## config.mk

```make
export PLATFORM = sky130hd
export DESIGN_NAME = temp_ramp_sequencer
export DESIGN_NICKNAME = d
export VERILOG_FILES = /design/src/rtl/temp_ramp_sequencer_pkg.sv /design/src/rtl/temp_ramp_sequencer_wait.sv /design/src/rtl/temp_ramp_sequencer.sv
export SDC_FILE = /design/constraint.sdc
export NUM_CORES = 1
export LEC_CHECK = 0
export CORE_MARGIN = 2
export CORE_UTILIZATION = 44
export CTS_BUF_LIST = sky130_fd_sc_hd__clkbuf_16
export DETAILED_ROUTE_END_ITERATION = 8
export GPL_TIMING_DRIVEN = 0
export PLACE_DENSITY_LB_ADDON = 0.25
export SYNTH_ARGS = -nofsm -noshare
export SYNTH_HDL_FRONTEND = slang
export SYNTH_HIERARCHICAL = 1
export SYNTH_SLANG_ARGS = --single-unit
```

## constraint.sdc

```tcl
create_clock -name clk -period 2 [get_ports clk]
set_input_delay 0.4 -clock clk [delete_from_list [all_inputs] [get_ports clk]]
set_output_delay 0.4 -clock clk [all_outputs]
set_load 0.01 [all_outputs]
```

## src/rtl/temp_ramp_sequencer_pkg.sv

```systemverilog
// -----------------------------------------------------------------------------
// temp_ramp_sequencer_pkg
// Shared definitions for the temperature ramp sequencer:
//   - state_e      : FSM state encoding (IDLE, LOAD, WAIT, EVAL, STEP, DONE)
//   - ST_*         : status codes reported on the status output
//   - TIMER_W      : width of the inter-command wait counter
//   - flags_onehot : true when exactly one of {negative, positive, zero} is set
// -----------------------------------------------------------------------------
package temp_ramp_sequencer_pkg;

  typedef enum logic [2:0] {
    S_IDLE = 3'd0,
    S_LOAD = 3'd1,
    S_WAIT = 3'd2,
    S_EVAL = 3'd3,
    S_STEP = 3'd4,
    S_DONE = 3'd5
  } state_e;

  localparam logic [1:0] ST_OK      = 2'b00;
  localparam logic [1:0] ST_TIMEOUT = 2'b01;
  localparam logic [1:0] ST_FAULT   = 2'b10;

  localparam int TIMER_W = 8;

  // Flags are ordered {negative, positive, zero}.
  function automatic logic flags_onehot(input logic [2:0] flags);
    return (flags == 3'b001) || (flags == 3'b010) || (flags == 3'b100);
  endfunction

endpackage

```

## src/rtl/temp_ramp_sequencer_wait.sv

```systemverilog
// -----------------------------------------------------------------------------
// ramp_wait_timer
// Down-counter pacing the WAIT state. Loaded with TICK_DIV while the sequencer
// issues a command (LOAD or STEP), decremented during WAIT; tc_o marks the last
// WAIT cycle so WAIT lasts exactly TICK_DIV cycles.
// Ports:
//   clk    in  system clock
//   reset  in  synchronous active-high reset
//   load_i in  reload counter with TICK_DIV
//   en_i   in  count down one step
//   tc_o   out terminal count (counter == 1)
// -----------------------------------------------------------------------------
module ramp_wait_timer
  import temp_ramp_sequencer_pkg::*;
#(
  parameter int TICK_DIV = 4
) (
  input  logic clk,
  input  logic reset,
  input  logic load_i,
  input  logic en_i,
  output logic tc_o
);

  localparam logic [TIMER_W-1:0] LOAD_VAL = TIMER_W'(TICK_DIV);

  logic [TIMER_W-1:0] cnt_q;
  logic [TIMER_W-1:0] cnt_d;

  // Next count: reload on a command, count down while waiting, saturate at 0.
  always_comb begin
    cnt_d = cnt_q;
    if (load_i) begin
      cnt_d = LOAD_VAL;
    end else if (en_i && (cnt_q != {TIMER_W{1'b0}})) begin
      cnt_d = cnt_q - {{(TIMER_W-1){1'b0}}, 1'b1};
    end else begin
      cnt_d = cnt_q;
    end
  end

  // Counter register.
  always_ff @(posedge clk) begin
    if (reset) begin
      cnt_q <= {TIMER_W{1'b0}};
    end else begin
      cnt_q <= cnt_d;
    end
  end

  assign tc_o = (cnt_q == {{(TIMER_W-1){1'b0}}, 1'b1});

endmodule

```

## src/rtl/temp_ramp_sequencer.sv

```systemverilog
// -----------------------------------------------------------------------------
// temp_ramp_sequencer
// Drives a signed 8-bit temperature register: loads a start offset, then steps
// it one unit at a time toward zero, pacing each command with a TICK_DIV-cycle
// wait so the register flags have settled before they are evaluated.
// Ports:
//   clk, reset               clock, synchronous active-high reset
//   start, abort             start request (IDLE only), level abort
//   data_in[7:0]             signed offset captured on accepted start
//   negative/positive/zero   register flags
//   load/increment/decrement register strobes (registered, at most one high)
//   data[7:0]                captured offset presented to the register
//   busy, done               not-IDLE indicator, one-cycle completion pulse
//   status[1:0]              00 ok, 01 timeout, 10 flag fault
//   step_count[7:0]          increment/decrement strobes in current/last ramp
// -----------------------------------------------------------------------------
module temp_ramp_sequencer
  import temp_ramp_sequencer_pkg::*;
#(
  parameter int TICK_DIV  = 4,
  parameter int MAX_STEPS = 255
) (
  input  logic       clk,
  input  logic       reset,
  input  logic       start,
  input  logic       abort,
  input  logic [7:0] data_in,
  input  logic       negative,
  input  logic       positive,
  input  logic       zero,
  output logic       load,
  output logic       increment,
  output logic       decrement,
  output logic [7:0] data,
  output logic       busy,
  output logic       done,
  output logic [1:0] status,
  output logic [7:0] step_count
);

  localparam logic [7:0] MAX_CNT = 8'(MAX_STEPS);

  state_e     state_q, state_d;
  logic       load_q, load_d;
  logic       inc_q, inc_d;
  logic       dec_q, dec_d;
  logic [7:0] data_q, data_d;
  logic       busy_q, busy_d;
  logic       done_q, done_d;
  logic [1:0] status_q, status_d;
  logic [7:0] step_q, step_d;

  logic       timer_load;
  logic       timer_en;
  logic       timer_tc;
  logic [2:0] flags;

  assign flags = {negative, positive, zero};

  // The wait timer is armed during every command cycle so WAIT starts full.
  assign timer_load = (state_q == S_LOAD) || (state_q == S_STEP);
  assign timer_en   = (state_q == S_WAIT);

  ramp_wait_timer #(
    .TICK_DIV (TICK_DIV)
  ) u_wait (
    .clk    (clk),
    .reset  (reset),
    .load_i (timer_load),
    .en_i   (timer_en),
    .tc_o   (timer_tc)
  );

  // Next-state and next-output logic; strobes are computed one cycle ahead so
  // they appear registered in the LOAD/STEP cycle itself.
  always_comb begin
    state_d  = state_q;
    load_d   = 1'b0;
    inc_d    = 1'b0;
    dec_d    = 1'b0;
    done_d   = 1'b0;
    data_d   = data_q;
    status_d = status_q;
    step_d   = step_q;

    if (abort) begin
      // Abort beats start in IDLE and leaves status/step_count untouched.
      state_d = S_IDLE;
    end else begin
      case (state_q)
        S_IDLE: begin
          if (start) begin
            data_d   = data_in;
            step_d   = 8'd0;
            status_d = ST_OK;
            load_d   = 1'b1;
            state_d  = S_LOAD;
          end else begin
            state_d = S_IDLE;
          end
        end
        S_LOAD: begin
          state_d = S_WAIT;
        end
        S_WAIT: begin
          if (timer_tc) begin
            state_d = S_EVAL;
          end else begin
            state_d = S_WAIT;
          end
        end
        S_EVAL: begin
          // Zero is checked before the step limit so a ramp that lands exactly
          // on MAX_STEPS still reports ok.
          if (!flags_onehot(flags)) begin
            status_d = ST_FAULT;
            done_d   = 1'b1;
            state_d  = S_DONE;
          end else if (zero) begin
            status_d = ST_OK;
            done_d   = 1'b1;
            state_d  = S_DONE;
          end else if (step_q == MAX_CNT) begin
            status_d = ST_TIMEOUT;
            done_d   = 1'b1;
            state_d  = S_DONE;
          end else if (positive) begin
            dec_d   = 1'b1;
            step_d  = step_q + 8'd1;
            state_d = S_STEP;
          end else begin
            inc_d   = 1'b1;
            step_d  = step_q + 8'd1;
            state_d = S_STEP;
          end
        end
        S_STEP: begin
          state_d = S_WAIT;
        end
        S_DONE: begin
          state_d = S_IDLE;
        end
        default: begin
          state_d = S_IDLE;
        end
      endcase
    end

    busy_d = (state_d != S_IDLE);
  end

  // State and output registers.
  always_ff @(posedge clk) begin
    if (reset) begin
      state_q  <= S_IDLE;
      load_q   <= 1'b0;
      inc_q    <= 1'b0;
      dec_q    <= 1'b0;
      data_q   <= 8'd0;
      busy_q   <= 1'b0;
      done_q   <= 1'b0;
      status_q <= ST_OK;
      step_q   <= 8'd0;
    end else begin
      state_q  <= state_d;
      load_q   <= load_d;
      inc_q    <= inc_d;
      dec_q    <= dec_d;
      data_q   <= data_d;
      busy_q   <= busy_d;
      done_q   <= done_d;
      status_q <= status_d;
      step_q   <= step_d;
    end
  end

  assign load       = load_q;
  assign increment  = inc_q;
  assign decrement  = dec_q;
  assign data       = data_q;
  assign busy       = busy_q;
  assign done       = done_q;
  assign status     = status_q;
  assign step_count = step_q;

endmodule

```

Word level (Yosys, flattened, before mapping)
Index checks and enable logic that the tools add are counted.
W data, S select, Z words.

storage, ports and cells
  register bits after elaboration = 34

operators by class
  muxes and demuxes = 25
  equality and inequality tests = 14
  bitwise gates (word level) = 4
  add/sub/neg operators = 2
  reduce and logical (&&, ||, !) cells = 17

operators with widths
  kind                   number
  $mux W8                4
  $pmux W8 S2            1
  $pmux W3 S4            1
  $mux W1                11
  $eq A3 B2 Y1 const B   3
  $mux W3                3
  $add A8 B1 Y8 const B  1
  $eq A8 B1 Y1 const B   1
  $eq A8 B8 Y1 const B   1
  $mux W2                4
  $ne A2 B2 Y1 const B   4
  $reduce_bool A8 Y1     1
  $sub A8 B1 Y8 const B  1
  $eq A3 B1 Y1 const B   2
  $eq A3 B3 Y1 const B   2
  $reduce_and A6 Y1      1
  $reduce_or A3 Y1       2
  $reduce_or A6 Y1       1
  $ne A4 B4 Y1 const B   1
  $not A1 Y1             4
  $pmux W2 S2            1
  $reduce_and A4 Y1      1
  $reduce_bool A2 Y1     2
  $reduce_or A2 Y1       2
  5 further kinds        7

Longest topological paths before layout
  depth after elaboration = 7
  depth in mapped cells = 7
  mapped depth without buffers = 6

Modules after synthesis
The synthesis kept the hierarchy.

modules (own cells, without submodules)
  module               cells each  area each (sq um)  times used
  temp_ramp_sequencer  120         1162.4             1
  ramp_wait_timer      50          434.2              1

Least setup slack after synthesis
OpenSTA, ideal clock, no wires.

  kind = register to register
  start = register step_q[0], in the netlist step_count[0]
  end = register step_q[5], in the netlist step_count[5]
  slack = 0.077 ns
  data required time = 1.880 ns
  stages on the path, launching flop included = 7
  clock period less this slack = 1.923 ns
  arrival = 1.803 ns
  setup time = 0.120 ns
  path through = dfxtp_1 -> ha_1 -> and2_1 -> a311o_1 -> clkbuf_1 -> o311a_1 -> a211o_1

between the ends
  longest elaborated chain between the ends = 5

RTL lines
  item                    RTL line                                                text
  start, declared         temp_ramp_sequencer.sv:51                               logic [7:0] step_q, step_d;
  start signal, assigned  temp_ramp_sequencer.sv:173                              step_q <= step_d;
  $add A8 B1 Y8           temp_ramp_sequencer.sv:129, temp_ramp_sequencer.sv:133
  $mux W8                 temp_ramp_sequencer.sv:123                              end else if (step_q == MAX_CNT) begin
  $mux W8                 temp_ramp_sequencer.sv:119                              end else if (zero) begin
  $mux W8                 temp_ramp_sequencer.sv:115                              if (!flags_onehot(flags)) begin
  $pmux W8 S2             temp_ramp_sequencer.sv:90                               case (state_q)

Parallel ways exist; a longest one is shown, timed or not. The select of a mux whose other input is x is not followed.
A chain may end at the register's enable or synchronous reset.

Worst setup path after layout
  start = input start
  end = register step_q[0], in the netlist step_count[0]

between the ends
  longest elaborated chain between the ends = 2

RTL lines
  item                         RTL line                   text
  start, declared              temp_ramp_sequencer.sv:25  input logic start,
  $ne A2 B2 Y1 (no line)       n/a
  $reduce_and A6 Y1 (no line)  n/a

No other way between the ends.

==> summary.txt <==
Power and ir drop
  – Worst-case vdd ir drop: between 0.0005 and 0.0006 V
  – P_sw: ~0.35 mW
  – Pleak: about 0.84 nW
  – PwrDens: roughly 710 nW/um^2
  – Comb pwr share: a little over a tenth
  – Clk pwr share: between 40% and 50%
  – Sw Ratio: 22.0%
  – Internal power: ~1.2 mW
  – Sequential share of power: between 40% and 50%

Clocking
  – CTS tree: yes
  – CTS Sinks: 34
  – Hold buffers post-CTS: 0
  – Root buffer cell: clkbuf_16
  – Worst-Skew Late Latency: between 0.2 and 0.3 ns
  – Num CTS Buffers: 5
  – H-tree Lvls: 2
  – Deepest clock path buffer count: 2
  – Worst-path clk slew: 0.05 ns

Finish
  – Final Util: between 60% and 70%
  – Multi-input gate area: between 800 and 900 sq um
  – Fillcell total: approximately 280
  – Commonest non-fill, non-tap cells in the layout: clkdlybuf4s50_1, dfxtp_1, nor2_1, inv_1
  – Register Area: 683 sq um
  – # diodes: 0
  – Most common cell after layout, fill and taps aside: clkdlybuf4s50_1
  – Layout cells sized above 1: roughly 15%
  – Finished Layout Cells: approximately 260
  – Nets: approximately 240
  – Area grow syn2layout: 39.7%
  – Cell area after layout: about 2200 sq um

Synth
  – Simple-gate area share of the yosys netlist: between 20% and 30%
  – Number of flops mapped to enable cells by yosys: 0
  – Synthesized area per cell: about 9.4 sq um
  – Synth warn: 6
  – Post-Synth XOR/XNOR Area: between 3 and 4%
  – Synth Area in Adders: roughly 3.1%
  – Synth cell types: 50
  – Seq cells post-synth: 34
  – Share of synthesized registers carrying an async set or reset: 0%
  – Largest family of logic cells by synthesized area: simple AND/OR/NAND/NOR gates
  – Netlist Area Pre-Place: between 1500 and 2000 sq um
  – Complex-gate fraction of the synthesized area: 20.0%
  – Net count after synthesis: ~190
  – Sequential share of the synthesized area: 42.6%
  – Synth Flop Type: dfxtp_1
  – Post-Syn Instances: between 150 and 200
  – Mux contribution to synthesized area: roughly 5.7%

STA
  – Final setup violation count: 0
  – Max-slew headroom: 56.0%
  – Final worst setup slack: ~0.035 ns
  – Highest clock rate: between 500 and 600 MHz
  – WHS: around 0.47 ns
  – Unrepaired setup endpoints after global routing: false
  – Final hold violations: 0
  – Slew @ Worst Pin: approximately 0.66 ns
  – Worst Skew: between 0.003 and 0.004 ns
  – Crit path time final: 1.96 ns
  – Max-slew violations: 0
  – Final critical-path share of the clock period: between 90% and 100%

Routing
  – Max Used Layer: met4
  – Antenna Nets Post-Route: 0
  – Met3 wire length: between 200 and 300 microns
  – Residual DRC: 0
  – Vias per inst: 5.64
  – WL/cell: 14.8 microns
  – Vias after detailed routing: ~1500
  – WL final: approximately 3.9 mm
  – Drt first pass iters: 4
  – DRT iter0 DRCs: 51
  – Met1 WL: around 1.7 mm
  – Met2 wire length: 1.88 mm

Die
  – Die width: roughly 64 microns
  – Starting Density: between 40% and 50%
  – Core Rows: 21
  – Die Area: 4130 sq um
  – I/O pin count: 38
  – Core area: around 3400 sq um
  – Die height: approximately 64 microns

Place
  – Area post-placement: between 2000 and 2500 sq um
  – IO Port Bufs: 37
  – Dpl hpwl: 2.69 mm
  – Dpl cells: between 200 and 300
  – Place WS: -0.530 ns
  – GP Congestion: 0.844

Outcome
  – Status: complete, no violations

Worst setup path
  – Crit Path Category: in -> reg
  – Crit path max fanout: 6
  – Worst EP required: between 2 and 2.5 ns
  – CP startpoint kind: input port
  – CP arrival: approximately 2.1 ns
  – Crit. End Element: flop

Job
  – Max-cap violations: 0

Global routing
  – First-pass GRT wire length: 6.51 mm
  – Total GRT Usage: roughly a fifth
  – Remaining Overflow, GRT: 0
  – Vias in the first global route: between 1000 and 1500
  – Largest net degree at the start of global routing: 11
  – Initial antenna violation count: 0

Worst hold path
  – Hold crit path type: in -> reg
-- worst paths after layout --
| check | startpoint | end | slack [ns] | depth (start not counted) |
|---|---|---|---|---|
| worst max-delay path | start | step_count[0]$_SDFFE_PP0P_ | 0.04 | 5 |
| worst min-delay path | positive | increment$_SDFF_PP0_ | 0.47 | 2 |
| worst max register to register | step_count[1]$_SDFFE_PP0P_ | step_count[6]$_SDFFE_PP0P_ | 0.11 | 5 |
| worst min register to register | data[0]$_SDFFE_PP0P_ | data[0]$_SDFFE_PP0P_ | 0.50 | 2 |
-- area by class of cell --
cell class	count	area share, %
clock buffer	5	5.61
tap	46	2.58
timing repair buffer	42	18.6
sequential	34	30.6
multi-input combinational	123	40.1
clock inverter	2	0.337
inverter	7	1.18
buffer	3	1.01
-- layer usage --
| layer | up-vias | track usage [%] |
|---|---|---|
| li1 | 717 | - |
| met1 | 706 | 23.6 |
| met2 | 50 | 33.9 |
| met3 | 4 | 8.45 |
| met4 | 0 | 7.18 |
| met5 | - | 0 |
-- worst max-delay path: stages --
cell and delay [ns]:
clkdlybuf4s50_1 0.49, or3b_4 0.42, a211oi_4 0.36, o2bb2ai_1 0.16, mux2_2 0.29
-- through the flow --
| step | power [mW] | TNS, ns |
|---|---|---|
| floorplan | 0.794 | 0 |
| global placement | 0.862 | -7.57 |
| detailed placement | 0.867 | -8.68 |
| CTS | 1.57 | -0.0643 |
| global route | 1.63 | 0 |
| finish | 1.57 | 0 |
-- power groups by stage --
stage | clock, mW | sequential, mW | combinational, mW
2_1_floorplan | 0 | 0.720 | 0.0736
3_3_place_gp | 0 | 0.715 | 0.147
3_5_place_dp | 0 | 0.716 | 0.152
4_1_cts | 0.707 | 0.702 | 0.159
5_1_grt | 0.744 | 0.703 | 0.184
6_report | 0.702 | 0.702 | 0.170
-- Yosys cell counts, drive strengths merged, types with 2 or more instances --
| cell | instances | area share (%) |
|---|---|---|
| ha | 4 | 3.1 |
| xnor2 | 6 | 3.3 |
| a31oi | 5 | 2.0 |
| and3 | 2 | 0.78 |
| inv | 7 | 1.6 |
| a211oi | 2 | 0.94 |
| a21oi | 8 | 2.5 |
| nor2 | 20 | 4.7 |
| nand2 | 5 | 1.2 |
| clkbuf | 5 | 1.2 |
| or3 | 2 | 0.94 |
| mux2i | 8 | 5.0 |
| o21ai | 8 | 2.5 |
| or4 | 5 | 2.6 |
| a22o | 2 | 1.1 |
| dfxtp | 34 | 43 |
| or2 | 2 | 0.78 |
| nor4 | 3 | 1.2 |
| nor4b | 2 | 1.1 |
| a211o | 2 | 1.1 |
| nor3 | 3 | 0.94 |
| nand3 | 4 | 1.3 |
| o311a | 2 | 1.3 |
| nor2b | 2 | 0.78 |
| o21a | 2 | 0.94 |
| a2111oi | 2 | 2.3 |
| or3b | 3 | 1.8 |
| and2 | 2 | 0.86 |
-- cell families after synthesis --
group	after synthesis
AO/OA/AOI/OAI	43
AND/OR/NAND/NOR	60
XOR/XNOR	7
adder cells (fa/ha/maj)	4
buffers and inverters	13
multiplexers	9
flip-flops	34
-- registers in the layout (all words and copies together) (netlist names) --
signal / count
busy: 1
data: 8
decrement: 1
done: 1
increment: 1
load: 1
state_q: 3
status: 2
step_count: 8
u_wait/cnt_q: 8
-- what timing repair did --
action	in CTS	in global routing
gates resized for setup	3	13
buffers inserted	2	3
pin swaps	1	3
endpoints found under the setup margin	20	20
No activity file was read; power rests on OpenSTA's default activity.
